**src/rtl/axis_input_scheduler_pkg.sv**
```systemverilog
// Shared definitions for the AXI-Stream input scheduler.
// Holds the scheduler state encoding and the default stream and
// iteration-count widths. The top module and the skid buffer both use them.
package axis_input_scheduler_pkg;

    localparam int DEF_WIDTH     = 64;
    localparam int DEF_ITR_WIDTH = 16;

    typedef enum logic [1:0] {
        IDLE    = 2'd0,
        WEIGHTS = 2'd1,
        PIXELS  = 2'd2
    } sched_state_e;

endpackage

```
**src/rtl/axis_skid_buffer.sv**
```systemverilog
// Two-entry AXI-Stream skid buffer.
// Ports:
//   aclk, areset          : clock, synchronous active-high reset
//   s_valid/s_ready/...   : upstream beat (data, keep, last)
//   m_valid/m_ready/...   : downstream beat, registered (1-cycle latency)
//   busy                  : 1 while either entry holds a beat
// Handshake: a beat moves when valid && ready are both 1 at a rising edge.
// Valid never depends on ready. Once valid is raised, it and the payload are
// held until the beat is accepted.
// s_ready is a flop output (not skid full), so m_ready never reaches s_ready
// combinationally.
module axis_skid_buffer
    import axis_input_scheduler_pkg::*;
#(
    parameter int WIDTH = DEF_WIDTH
) (
    input  logic               aclk,
    input  logic               areset,
    input  logic               s_valid,
    output logic               s_ready,
    input  logic [WIDTH-1:0]   s_data,
    input  logic [WIDTH/8-1:0] s_keep,
    input  logic               s_last,
    output logic               m_valid,
    input  logic               m_ready,
    output logic [WIDTH-1:0]   m_data,
    output logic [WIDTH/8-1:0] m_keep,
    output logic               m_last,
    output logic               busy
);

    localparam int BW = WIDTH + WIDTH/8 + 1;

    logic [BW-1:0] out_q, out_d, skid_q, skid_d;
    logic          out_vld_q, out_vld_d, skid_vld_q, skid_vld_d;
    logic          accept;

    assign s_ready = !skid_vld_q;
    assign accept  = s_valid && !skid_vld_q;

    always_comb begin
        out_d      = out_q;
        skid_d     = skid_q;
        out_vld_d  = out_vld_q;
        skid_vld_d = skid_vld_q;
        if (!out_vld_q || m_ready) begin
            // Output slot frees up this cycle. Refill it from the skid entry
            // first. Otherwise fill it from the input. A full skid entry
            // implies no accept this cycle.
            if (skid_vld_q) begin
                out_d      = skid_q;
                out_vld_d  = 1'b1;
                skid_vld_d = 1'b0;
            end else begin
                out_vld_d = accept;
                if (accept) begin
                    out_d = {s_data, s_keep, s_last};
                end
            end
        end else if (accept) begin
            // Output is stalled. Park the beat that was accepted under the
            // previous cycle's ready.
            skid_d     = {s_data, s_keep, s_last};
            skid_vld_d = 1'b1;
        end
    end

    always_ff @(posedge aclk) begin
        if (areset) begin
            out_vld_q  <= 1'b0;
            skid_vld_q <= 1'b0;
        end else begin
            out_vld_q  <= out_vld_d;
            skid_vld_q <= skid_vld_d;
        end
    end

    // Payload registers need no reset because they are qualified by the valid flags.
    always_ff @(posedge aclk) begin
        out_q  <= out_d;
        skid_q <= skid_d;
    end

    assign m_valid = out_vld_q;
    assign {m_data, m_keep, m_last} = out_q;
    assign busy    = out_vld_q || skid_vld_q;

endmodule

```
**src/rtl/axis_input_scheduler.sv**
```systemverilog
// Splits one DMA input stream into weight and pixel streams, one layer at a time.
// A layer is cfg_itr pairs of packets: a weights packet, then a pixels packet.
// Ports:
//   aclk, areset                 : clock, synchronous active-high reset
//   cfg_valid/cfg_ready/cfg_itr  : layer start and its iteration count
//   s_axis_*                     : shared input stream
//   m_axis_weights_*             : weight rotator stream (via skid buffer)
//   m_axis_pixels_*              : pixel pipe stream (via skid buffer)
//   busy, done, itr_count        : status. done is a single-cycle pulse.
//   dbg_state                    : current scheduler state
// Handshake: a beat or config moves when valid && ready are both 1 at a
// rising edge.
module axis_input_scheduler
    import axis_input_scheduler_pkg::*;
#(
    parameter int WIDTH     = DEF_WIDTH,
    parameter int ITR_WIDTH = DEF_ITR_WIDTH
) (
    input  logic                 aclk,
    input  logic                 areset,
    input  logic                 cfg_valid,
    output logic                 cfg_ready,
    input  logic [ITR_WIDTH-1:0] cfg_itr,
    input  logic                 s_axis_tvalid,
    output logic                 s_axis_tready,
    input  logic                 s_axis_tlast,
    input  logic [WIDTH-1:0]     s_axis_tdata,
    input  logic [WIDTH/8-1:0]   s_axis_tkeep,
    output logic                 m_axis_weights_tvalid,
    input  logic                 m_axis_weights_tready,
    output logic                 m_axis_weights_tlast,
    output logic [WIDTH-1:0]     m_axis_weights_tdata,
    output logic [WIDTH/8-1:0]   m_axis_weights_tkeep,
    output logic                 m_axis_pixels_tvalid,
    input  logic                 m_axis_pixels_tready,
    output logic                 m_axis_pixels_tlast,
    output logic [WIDTH-1:0]     m_axis_pixels_tdata,
    output logic [WIDTH/8-1:0]   m_axis_pixels_tkeep,
    output logic                 busy,
    output logic                 done,
    output logic [ITR_WIDTH-1:0] itr_count,
    output sched_state_e         dbg_state
);

    sched_state_e         state_q, state_d;
    logic [ITR_WIDTH-1:0] itr_q, itr_d, cnt_q, cnt_d;
    logic                 done_q, done_d;
    logic                 w_s_ready, p_s_ready, w_busy, p_busy;
    logic                 w_s_valid, p_s_valid, beat_acc, cfg_fire;

    assign cfg_ready     = (state_q == IDLE) && !areset;
    assign cfg_fire      = cfg_valid && cfg_ready;
    assign w_s_valid     = s_axis_tvalid && (state_q == WEIGHTS);
    assign p_s_valid     = s_axis_tvalid && (state_q == PIXELS);
    // Only the selected buffer's ready matters. Stalls on the other output never reach the input.
    assign s_axis_tready = !areset && (((state_q == WEIGHTS) && w_s_ready) ||
                                       ((state_q == PIXELS)  && p_s_ready));
    assign beat_acc      = s_axis_tvalid && s_axis_tready;

    always_comb begin
        state_d = state_q;
        itr_d   = itr_q;
        cnt_d   = cnt_q;
        done_d  = 1'b0;
        case (state_q)
            IDLE: begin
                if (cfg_fire) begin
                    if (cfg_itr != '0) begin
                        itr_d   = cfg_itr;
                        cnt_d   = '0;
                        state_d = WEIGHTS;
                    end else begin
                        done_d = 1'b1;
                    end
                end
            end
            WEIGHTS: begin
                if (beat_acc && s_axis_tlast) begin
                    state_d = PIXELS;
                end
            end
            PIXELS: begin
                if (beat_acc && s_axis_tlast) begin
                    if (cnt_q == itr_q - ITR_WIDTH'(1)) begin
                        state_d = IDLE;
                        done_d  = 1'b1;
                    end else begin
                        cnt_d   = cnt_q + ITR_WIDTH'(1);
                        state_d = WEIGHTS;
                    end
                end
            end
            default: state_d = IDLE;
        endcase
    end

    always_ff @(posedge aclk) begin
        if (areset) begin
            state_q <= IDLE;
            itr_q   <= '0;
            cnt_q   <= '0;
            done_q  <= 1'b0;
        end else begin
            state_q <= state_d;
            itr_q   <= itr_d;
            cnt_q   <= cnt_d;
            done_q  <= done_d;
        end
    end

    axis_skid_buffer #(.WIDTH(WIDTH)) u_weights_skid (
        .aclk    (aclk),
        .areset  (areset),
        .s_valid (w_s_valid),
        .s_ready (w_s_ready),
        .s_data  (s_axis_tdata),
        .s_keep  (s_axis_tkeep),
        .s_last  (s_axis_tlast),
        .m_valid (m_axis_weights_tvalid),
        .m_ready (m_axis_weights_tready),
        .m_data  (m_axis_weights_tdata),
        .m_keep  (m_axis_weights_tkeep),
        .m_last  (m_axis_weights_tlast),
        .busy    (w_busy)
    );

    axis_skid_buffer #(.WIDTH(WIDTH)) u_pixels_skid (
        .aclk    (aclk),
        .areset  (areset),
        .s_valid (p_s_valid),
        .s_ready (p_s_ready),
        .s_data  (s_axis_tdata),
        .s_keep  (s_axis_tkeep),
        .s_last  (s_axis_tlast),
        .m_valid (m_axis_pixels_tvalid),
        .m_ready (m_axis_pixels_tready),
        .m_data  (m_axis_pixels_tdata),
        .m_keep  (m_axis_pixels_tkeep),
        .m_last  (m_axis_pixels_tlast),
        .busy    (p_busy)
    );

    assign busy      = !areset && ((state_q != IDLE) || w_busy || p_busy);
    assign done      = done_q;
    assign itr_count = cnt_q;
    assign dbg_state = state_q;

endmodule

```
**config.mk**
```make
export PLATFORM = sky130hd
export DESIGN_NAME = axis_input_scheduler
export DESIGN_NICKNAME = d
export VERILOG_FILES = /design/src/rtl/axis_input_scheduler_pkg.sv /design/src/rtl/axis_skid_buffer.sv /design/src/rtl/axis_input_scheduler.sv
export SDC_FILE = /design/constraint.sdc
export NUM_CORES = 1
export LEC_CHECK = 0
export BUFFER_PORTS_ARGS = -buffer_cell sky130_fd_sc_hd__buf_4
export CORE_MARGIN = 5
export CORE_UTILIZATION = 30
export CTS_CLUSTER_SIZE = 40
export DETAILED_ROUTE_END_ITERATION = 10
export MAX_ROUTING_LAYER = met4
export PLACE_DENSITY = 0.49
export SLEW_MARGIN = 10
export SYNTH_ARGS = -nofsm -noshare
export SYNTH_HDL_FRONTEND = slang
export SYNTH_HIERARCHICAL = 1
export SYNTH_SLANG_ARGS = --single-unit
```
**constraint.sdc**
```tcl
create_clock -name aclk -period 8.75 [get_ports aclk]
set_input_delay 0.4375 -clock aclk [delete_from_list [all_inputs] [get_ports aclk]]
set_output_delay 0.4375 -clock aclk [all_outputs]
set_load 0.05 [all_outputs]
```
==> flow_metrics.tcl <==
set metrics [dict create \
    global_route.usage.total_pct 13.7 \
    final-hold-violation-count 0 \
    fin_total_pwr_mw 3.46 \
    cell_internal_pwr_mw 2.71 \
    ys.warnings.count 6 \
    routed_wirelength_normalized_by_instance_count_um 20.2 \
    synth_enable_flop_cells 292 \
    die_w_um 219 \
    final_min_period_over_clock_period_pct 36.5 \
    cts.sink_count 331 \
    skew_ns 0.00898 \
    timing_worst_slew_pin_value_ns 1.22 \
    worstSetupStartpoint "itr_q[0]" \
    synth.distinct_cells 54 \
    detail_route.drc_violations 0 \
    dieHeight_um 219 \
    cts_inserted_buffers 38 \
    drtAntennaViolNets 0 \
    drt_pass1_iterations 4 \
    buffer_ports.inserted 264 \
    seq_power_share_pct 50.7 \
    r2r_start "itr_q[0]" \
    hpwlAfterDp_um 21700 \
    power.net_switching_uw 746 \
    core_mm2 0.0432 \
    worst-setup-path-type "flip-flop to flip-flop" \
    power.share.combinational_pct 6.6 \
    initialDrtViolationCount 439 \
    finalNonFillerCells 1648 \
    grt_remaining_overflow 0 \
    globalRoute.busiestLayer "met2" \
    fin_nets 1131 \
    die_area_mm2 0.0481 \
    final_max_slew_viol_count 0 \
    synth_ff_type "sky130_fd_sc_hd__edfxtp_1" \
    fmax_ghz 0.313 \
    wire_length_of_the_first_global_routing_pass_um 48800 \
    synth_sequential_area_ratio_pct 72.7 \
    swShare_pct 21.6 \
    synth_area_mm2 0.0131 \
    finalSetupViolCount 0 \
    first_global_vias 7711 \
    run_status "finished clean" \
    setup-tns-final_ns 0 \
    timing.critical_path.required_ns 9.20 \
    syn_inst 762 \
    ys_async_sr_fraction_pct 0 \
    max-vdd-ir-drop_v 0.000112 \
    postCtsSetupBuffers 0 \
    clock_path_buffers 3 \
    cts_repair_resize_count 0 \
    mostFrequentLayoutCell "sky130_fd_sc_hd__edfxtp_1" \
    path_clk_slew_ns 0.06 \
    pwr-share-clk_pct 42.8 \
    io_pins 265 \
    avgViaCountPerCell 4.57 \
    hold_buffers 0 \
    detailed_route_via_count 7527 \
    final_period_minus_worst_setup_slack_ns 3.19 \
    holdCritPathClass "input pin to flip-flop" \
    synth_seq_cells 331 \
    tritoncts "built" \
    min-delay-start "s_axis_tdata[32]" \
    place.detailed.instances 1579 \
    timing.critical_path.to_type "flip-flop" \
    rows 76 \
    synth_area_per_cell_um2 17.2 \
    worst_skew_pair.late_latency_ns 0.53 \
    grt_antenna_before_repair 1 \
    grt.met1_usage_pct 17.9 \
    ratio_of_cells_with_drive_above_1_in_the_final_layout_pct 45.0 \
    met2_track_utilization_from_global_routing_pct 20.8 \
    grtUsageMet3_pct 4.28 \
    ctsRootBufferMaster "sky130_fd_sc_hd__clkbuf_16" \
    total_leakage_power_nw 6.05 \
    area_growth_syn_to_layout_pct 28.3 \
    ctsHtreeMaxLevel 2 \
    slew_headroom_pct 18.1 \
    crit_fanout 12 \
    floorplan.initialDensity_pct 30.4 \
    grt_max_degree 64 \
    power_per_cell_area_mw_per_mm2 205 \
    arrival_ns 3.65 \
    postSynthNetCount 859 \
    startpoint_types "flip-flop" \
    timing.max_cap.violations 0 \
    finalWeightedCongestion 0.789 \
    highest_count_cells_in_the_layout_ignoring_fill_and_taps "sky130_fd_sc_hd__edfxtp_1, sky130_fd_sc_hd__buf_4, sky130_fd_sc_hd__mux2_2, sky130_fd_sc_hd__clkbuf_16, sky130_fd_sc_hd__dfxtp_1" \
    rsz0062_at_grt "false" \
    wl_um 33300 \
]
-- worst paths after layout --
path | endpoint | slack (ns) | depth (start not counted)
hold reg to reg | itr_q[15] | 0.54 | 2
setup / recovery | itr_count[5] | 5.56 | 10
setup reg to reg | itr_count[5] | 5.56 | 10
hold / removal | u_pixels_skid/skid_q[41] | 0.11 | 1
-- stage by stage --
stage	worst slack (ns)	area [um2]	util [%]	hold slack, ns
6_report	5.56	16800	39.0	0.109
5_1_grt	5.41	16800	39.0	0.0757
4_1_cts	5.57	16800	39.0	0.0641
3_5_place_dp	5.28	15700	36.4	0.530
3_3_place_gp	5.29	15700	36.4	0.526
2_1_floorplan	1.56	13100	-	0.485
-- Yosys cell counts (10+ instances only) --
cell	n	area share, %
sky130_fd_sc_hd__nor4_1	15	0.71
sky130_fd_sc_hd__nand2_1	19	0.54
sky130_fd_sc_hd__xnor2_1	12	0.80
sky130_fd_sc_hd__mux2i_1	17	1.3
sky130_fd_sc_hd__edfxtp_1	292	67
sky130_fd_sc_hd__nor2_1	33	0.94
sky130_fd_sc_hd__inv_1	11	0.31
sky130_fd_sc_hd__buf_6	10	0.86
sky130_fd_sc_hd__dfxtp_1	39	5.9
sky130_fd_sc_hd__nand4_1	10	0.48
sky130_fd_sc_hd__buf_2	11	0.42
sky130_fd_sc_hd__nand2b_1	13	0.62
sky130_fd_sc_hd__mux2_2	116	9.9
sky130_fd_sc_hd__mux2_4	30	3.4
sky130_fd_sc_hd__clkbuf_1	15	0.43
-- power groups by stage --
stage          Clock (mW)  Combinational, mW  Sequential (mW)
2_1_floorplan           0             0.0951             1.82
3_3_place_gp            0              0.227             1.78
3_5_place_dp            0              0.229             1.78
4_1_cts              1.54              0.230             1.75
5_1_grt              1.60              0.245             1.75
6_report             1.48              0.227             1.75
-- cells by family after synthesis --
kind of cell	count (synthesis)	share of synthesized area (%)
DFF	331	72.7
muxes	163	14.7
and+or+nand+nor	144	6.03
AOI/OAI and AO/OA	53	2.90
buffers and inverters	50	2.12
xor gates and xnor gates	19	1.37
adders and majority gates	2	0.191
-- worst max-delay path: stages, from the launching register on --
cell and delay (ns):
sky130_fd_sc_hd__dfxtp_1 0.50, sky130_fd_sc_hd__inv_1 0.08, sky130_fd_sc_hd__ha_1 0.36, sky130_fd_sc_hd__nor4b_1 0.20, sky130_fd_sc_hd__and4_1 0.21, sky130_fd_sc_hd__or4_1 0.47
sky130_fd_sc_hd__o311a_1 0.14, sky130_fd_sc_hd__nand4_2 0.21, sky130_fd_sc_hd__nand3_2 0.24, sky130_fd_sc_hd__or4_1 0.56, sky130_fd_sc_hd__a21oi_1 0.15
-- registers in the layout, summed over array words and instances, names as in the netlist --
register	flops
u_pixels_skid/skid_q	73
u_weights_skid/m_valid	1
u_pixels_skid/skid_vld_q	1
itr_q	16
u_weights_skid/skid_q	73
done	1
u_weights_skid/skid_vld_q	1
dbg_state	2
u_weights_skid/out_q	73
u_pixels_skid/m_valid	1
itr_count	16
u_pixels_skid/out_q	73
-- final cells by class --
| class | instances | area, um2 |
|---|---|---|
| sequential | 331 | 9560 |
| multi-input combinational | 381 | 3330 |
| clock buffer | 56 | 1070 |
| timing repair buffer | 271 | 2030 |
| inverter | 11 | 41.3 |
| clock inverter | 12 | 82.6 |
| fill | 4099 | 26300 |
| tap | 585 | 732 |
| antenna | 1 | 2.50 |
-- metal layers --
layer / vias up / part of all wire [%] / wire length (um)
met5: - / 0 / 0
met3: 46 / 7.5 / 2510
met4: 0 / 1.9 / 616
met2: 240 / 46 / 15200
met1: 3727 / 45 / 14900
li1: 3514 / - / -
Note: power is estimated with default switching activity, not from simulation.
